--- config.mk ---
export PLATFORM = sky130hd
export DESIGN_NAME = reg_file
export DESIGN_NICKNAME = d
export VERILOG_FILES = /design/src/rtl/riscv_pkg.sv /design/src/rtl/reg_file.sv
export SDC_FILE = /design/constraint.sdc
export NUM_CORES = 2
export LEC_CHECK = 0
export CORE_MARGIN = 10
export CORE_UTILIZATION = 41
export CTS_BUF_LIST = sky130_fd_sc_hd__clkbuf_8
export DETAILED_ROUTE_END_ITERATION = 8
export SLEW_MARGIN = 20
export SYNTH_ARGS = -nofsm -noshare
export SYNTH_HDL_FRONTEND = slang
export SYNTH_SLANG_ARGS = --single-unit
--- constraint.sdc ---
create_clock -name clk -period 2.8 [get_ports clk]
set_input_delay 0.56 -clock clk [delete_from_list [all_inputs] [get_ports clk]]
set_output_delay 0.56 -clock clk [all_outputs]
set_load 0.05 [all_outputs]
--- src/rtl/riscv_pkg.sv ---
// Shared RV32I constants and types used across the pipeline.
//   XLEN       : integer register / data path width
//   NUM_REGS   : number of architectural integer registers
//   REG_ADDR_W : register index width, fully decodes NUM_REGS
package riscv_pkg;

  localparam int unsigned XLEN       = 32;
  localparam int unsigned NUM_REGS   = 32;
  localparam int unsigned REG_ADDR_W = $clog2(NUM_REGS);

  typedef logic [XLEN-1:0]       word_t;
  typedef logic [REG_ADDR_W-1:0] reg_addr_t;

endpackage : riscv_pkg

--- src/rtl/reg_file.sv ---
// RV32I integer register file: 32 x 32-bit, two combinational read ports,
// one synchronous write port, x0 hardwired to zero, write-first bypass.
// Ports:
//   clk      : rising-edge clock for all state updates
//   rst      : synchronous active-low reset, clears the whole array
//   we       : write enable
//   rs1_addr : read port 1 index (decode stage)
//   rs2_addr : read port 2 index (decode stage)
//   rd_addr  : write index (writeback stage)
//   rd_data  : write data
//   rs1_data : read port 1 data, combinational
//   rs2_data : read port 2 data, combinational
module reg_file
  import riscv_pkg::*;
(
  input  logic                  clk,
  input  logic                  rst,
  input  logic                  we,
  input  logic [REG_ADDR_W-1:0] rs1_addr,
  input  logic [REG_ADDR_W-1:0] rs2_addr,
  input  logic [REG_ADDR_W-1:0] rd_addr,
  input  logic [XLEN-1:0]       rd_data,
  output logic [XLEN-1:0]       rs1_data,
  output logic [XLEN-1:0]       rs2_data
);

  word_t regs_q [NUM_REGS];
  word_t regs_d [NUM_REGS];
  logic  wr_en;

  // A write only lands outside reset and never to x0.
  assign wr_en = rst && we && (rd_addr != '0);

  // Next-state of the array: hold, clear on reset, or single-entry update.
  always_comb begin
    for (int i = 0; i < NUM_REGS; i++) begin
      regs_d[i] = regs_q[i];
    end
    if (!rst) begin
      for (int i = 0; i < NUM_REGS; i++) begin
        regs_d[i] = '0;
      end
    end else if (wr_en) begin
      regs_d[rd_addr] = rd_data;
    end
  end

  always_ff @(posedge clk) begin
    for (int i = 0; i < NUM_REGS; i++) begin
      regs_q[i] <= regs_d[i];
    end
  end

  // Read mux shared by both ports. Reset forces 0 so reads reflect the
  // cleared array even before the first reset edge; the bypass lets a
  // same-cycle writeback reach decode without external forwarding.
  function automatic word_t read_port(input reg_addr_t addr);
    word_t data;
    data = regs_q[addr];
    if (!rst || (addr == '0)) begin
      data = '0;
    end else if (wr_en && (addr == rd_addr)) begin
      data = rd_data;
    end
    return data;
  endfunction

  assign rs1_data = read_port(rs1_addr);
  assign rs2_data = read_port(rs2_addr);

endmodule : reg_file

### After elaboration in Yosys (flattened, before gate mapping)

Memories as Yosys holds them, arrays and structs flattened.
Cells that the tools add are included.

| storage, ports and cells | value |
|---|---|
| register bits after elaboration | 0 |
| memory bits (writable) | 1024 |
| input bits | 50 |
| memories | 1 |

| cells by class | value |
|---|---|
| magnitude comparators | 2 |
| equal/unequal tests | 2 |
| multiplexer cells | 9 |
| bitwise operators | 1 |
| reduce and logical (&&, ||, !) cells | 11 |

Memory list:

| name | words | bits a word | rd ports | clocked after memory_dff | write ports | line | source |
|---|---|---|---|---|---|---|---|
| regs_q | 32 | 32 | 34 | 0 | 32 | reg_file.sv:27 | `word_t regs_q [NUM_REGS];` |

Operators with widths:

| kind | count |
|---|---|
| 2-to-1 mux 1024 bit | 2 |
| bitwise mux 1024 bit | 1 |
| demux 32 bit (select 5 bit) | 1 |
| 2-to-1 mux 32 bit | 5 |
| == test 5 bit | 2 |
| logical NOT 5 bit | 2 |
| >= comparator 6 bit, second input constant | 1 |
| less-than comparator 6 x 1 -> 1 bit, second input constant | 1 |
| inverter 5 -> 6 bit | 1 |
| logical AND 1 bit | 5 |
| nonzero test 5 bit | 1 |
| logical OR 1 bit | 2 |
| logical NOT 1 bit | 1 |

### Longest topological paths before layout

| depth | value |
|---|---|
| word-level depth | 8 |
| mapped depth | 10 |
| depth with buffers taken out | 5 |

### Worst setup path before layout

No wires, ideal clock.

| timing path | value |
|---|---|
| path type | input -> output |
| start point | in rs1_addr[1] |
| end point | out rs1_data[10] |
| data arrival time | 2442 ps |
| slack | -202 ps |
| stages on the path | 7 |
| buffers on the path | 3 |
| cell sequence | buf_2 > buf_2 > buf_2 > mux4_2 > mux2i_1 > a21oi_1 > a221o_1 |

| on the way | value |
|---|---|
| word-level cells in the longest chain between the ends | 4 |

Ends and longest elaborated chain:

| what | line | source |
|---|---|---|
| from (decl) | reg_file.sv:19 | `input logic [REG_ADDR_W-1:0] rs1_addr,` |
| parallel branches: the longest is 3 deep, another holds memory (32 x 32 bit) | - |  |
| 2-to-1 mux 32 bit (*) | reg_file.sv:60 | `if (!rst \|\| (addr == '0)) begin` |
| to (decl) | reg_file.sv:23 | `output logic [XLEN-1:0] rs1_data,` |

Every way passes the cells marked *.

==> impl_metrics.csv <==
group,metric,value,unit
yosys,ys_seq_area_share,37.42,%
drt,dr.pass1.iters,6,
place,dp_slack,-602.7,ps
drt,ant_nets,0,
floorplan,dieArea,148600,um2
pwr,power.switching,9.090,mW
yosys,synth_edf_count,0,
critical_path,crit_fanout,2,
pwr,intPower,23.84,mW
clock_tree,htree_levels,4,
sta,setup_violations,64,
final_layout,area_growth_syn_to_layout,24.98,%
sta,finalHoldViolCount,0,
critical_path,cp-start-kind,"register",
yosys,synth-seq-cells,1024,
floorplan,start_util,41.15,%
yosys,synth.top_cell.area_share,37.42,%
pwr,swShare,27.61,%
floorplan,dieWidth,385.5,um
final_layout,largest-register,"regs_q",
sta,tightest_slew,1199,ps
final_layout,final_nets,6405,
sta,min_period,3472,ps
drt,wl_per_cell,29.07,um
drt,drc,0,
yosys,synth_top_area_cell,"dfxtp_1",
global_route,use_met1,40.04,%
yosys,syn_nets,6130,
clock_tree,cts_sinks,1024,
pwr,sequentialPowerShare,44.6,%
yosys,synth_common_cells,"nand2_1 (2,127), dfxtp_1 (1,024), a21boi_0 (923)",
critical_path,cp.arrival,2910,ps
place,post-dp-hpwl,152100,um
floorplan,coreArea,133100,um2
yosys,synth.most_common_cell,"nand2_1",
yosys,async_reset_ff_share,0,%
critical_path,crit_required,2240,ps
place,finalWeightedCongestion,0.9165,
drt,dr.first_iter.drc_count,6914,
yosys,synth_warnings,0,
sta,rsz0062_at_grt,"true",
run,cap_violations,0,
place,port_buffers,113,
pwr,p_clk_share,43.4,%
global_route,grt_pass1_vias,49739,
final_layout,fin_cells,8267,
final_layout,largest_registers,"regs_q x1024",
drt,routed_via_density,6.244,
final_layout,largest_reg_flops,1024,
drt,finalWirelength,240300,um
hold_path,hold_depth,3,
global_route,grt_pass1_wl,345000,um
global_route,grt-busiest-layer,"met2",
sta,fin_skew,0,ps
drt,vias,51618,
outcome,violations,"negative setup slack",
pwr,ir_drop,0.4874,mV
global_route,antenna_found_initial,9,
sta,finalCritPeriodShare,124.0,%
clock_tree,insertion_delay,900,ps
outcome,status,"complete, but fails checks",
critical_path,end_kind,"output pin",
floorplan,rows,134,
clock_tree,numCtsBuffers,177,
pwr,power_density,480.8,nW/um2
sta,slew_viol_final,0,
sta,fin_setup_tns,-29380,ps
sta,clock.fmax,0.2880,GHz
yosys,postSynthCellCount,6080,
yosys,yosys-top-cells-area,"dfxtp_1 (37%), mux4_2 (16%), nand2_1 (15%)",
critical_path,reg2reg_depth,3,
yosys,synth_flop_cell,"dfxtp_1",
place,dp_cells,7887,
final_layout,drive_above_1_share,29.04,%
clock_tree,clkSlewWorstSetupHoldPaths,70,ps
clock_tree,tritoncts,"done",
hold_path,hp-class,"in -> reg",
pwr,p_leak,23.52,nW
clock_tree,root_buffer,"clkbuf_8",
sta,setup_ws,-672.1,ps
clock_tree,cts_buffer_depth,3,
global_route,track_usage,31.31,%
sta,relSlewSlack,20.08,%
global_route,grt_max_degree,267,
yosys,mappedNetlistArea,54790,um2
floorplan,die_h,385.5,um
yosys,yosysUniqueCellTypes,44,
floorplan,ioPinCount,114,
yosys,avgSynthCellArea,9.011,um2
critical_path,crit_type,"reg -> out",
global_route,grt_remaining_overflow,0,
global_route,grt_use_met3,9.119,%
global_route,gr-usage-met2,46.18,%
pwr,combinationalPowerShare,12.0,%
worst max-delay path, stage by stage, from the launching register on:
cell	delay, ps
dfxtp_2	320
mux4_2	460
mux2_4	270
a221o_1	330
buf_12	160
a32o_2	270
buf_12	150
power by group through the flow:
stage	registers [mW]	clock network (mW)	logic, mW
after floorplan	15.0	0	1.99
after global placement	15.0	0	3.64
after detailed placement	15.0	0	3.64
after CTS	14.7	14.3	3.79
after global routing	14.7	15.0	4.05
final	14.7	14.3	3.96
through the flow:
stage / hold slack (ps) / power (mW) / util [%] / area (um2)
6_report: 169.7 / 32.92 / 51.44 / 68470
5_1_grt: 171.8 / 33.72 / 51.43 / 68460
4_1_cts: 125.8 / 32.80 / 50.90 / 67760
3_5_place_dp: 463.0 / 18.64 / 47.08 / 62680
3_3_place_gp: 454.1 / 18.63 / 47.08 / 62680
2_1_floorplan: 441.9 / 16.96 / - / 55120
cell families (layout without fill, tap and decap cells):
| group | count (synthesis) | in the layout | share of synthesized area, % |
|---|---|---|---|
| buffers and inverters | 656 | 1068 | 5.200 |
| AO/OA/AOI/OAI | 1414 | 1414 | 19.46 |
| flip-flops | 1024 | 1024 | 37.42 |
| XOR/XNOR | 10 | 10 | 0.1599 |
| multiplexers | 704 | 704 | 21.70 |
| other | 0 | 7 | 0 |
| AND/OR/NAND/NOR | 2272 | 2272 | 16.06 |
area by class of cell:
class                      instances  area, um2
fill                           12001      64650
multi-input combinational       4400      32940
sequential                      1024      20730
timing repair buffer             750       8936
clock buffer                     225       3097
tap                             1768       2212
clock inverter                    91      529.3
antenna                            7      17.52
inverter                           2      10.01
routing by layer:
metal | routed length (um) | up-vias
li1 | - | 21886
met1 | 91890 | 25498
met2 | 103400 | 3389
met3 | 29180 | 843
met4 | 15880 | 2
met5 | 13 | -
layout by cell type, fill, tap and decap left out, types with 30 or more instances in the layout:
cell,instances
a221oi_1,35
a32o_2,32
a21boi_0,923
buf_12,219
mux2i_1,269
inv_1,51
nand2_1,2076
dfxtp_1,842
a221oi_2,30
a221o_2,32
clkbuf_8,225
nor2_4,33
nand2_2,47
a22oi_1,37
clkdlybuf4s50_1,32
dfxtp_2,182
o22ai_1,31
o221ai_1,32
a21oi_1,33
and2_1,32
buf_4,434
mux4_2,384
a21boi_1,69
timing repair:
action / CTS / global route
gates resized for setup: 333 / 159
setup buffers: 51 / 16
pin swaps: 95 / 50
setup endpoints to repair: 64 / 64
cloned: 4 / 1
hold buffers: 0 / 0
path summary, 6_finish.rpt:
check                              start                           to  slack, ps
max          regs_q[31][14]$_SDFFE_PN0P_                 rs2_data[14]       -670
min                                  rst  regs_q[17][12]$_SDFFE_PN0P_        170
max reg2reg  regs_q[21][19]$_SDFFE_PN0P_  regs_q[21][19]$_SDFFE_PN0P_       1980
min reg2reg  regs_q[18][25]$_SDFFE_PN0P_  regs_q[18][25]$_SDFFE_PN0P_        470
Note: power is estimated with default switching activity, not from simulation.
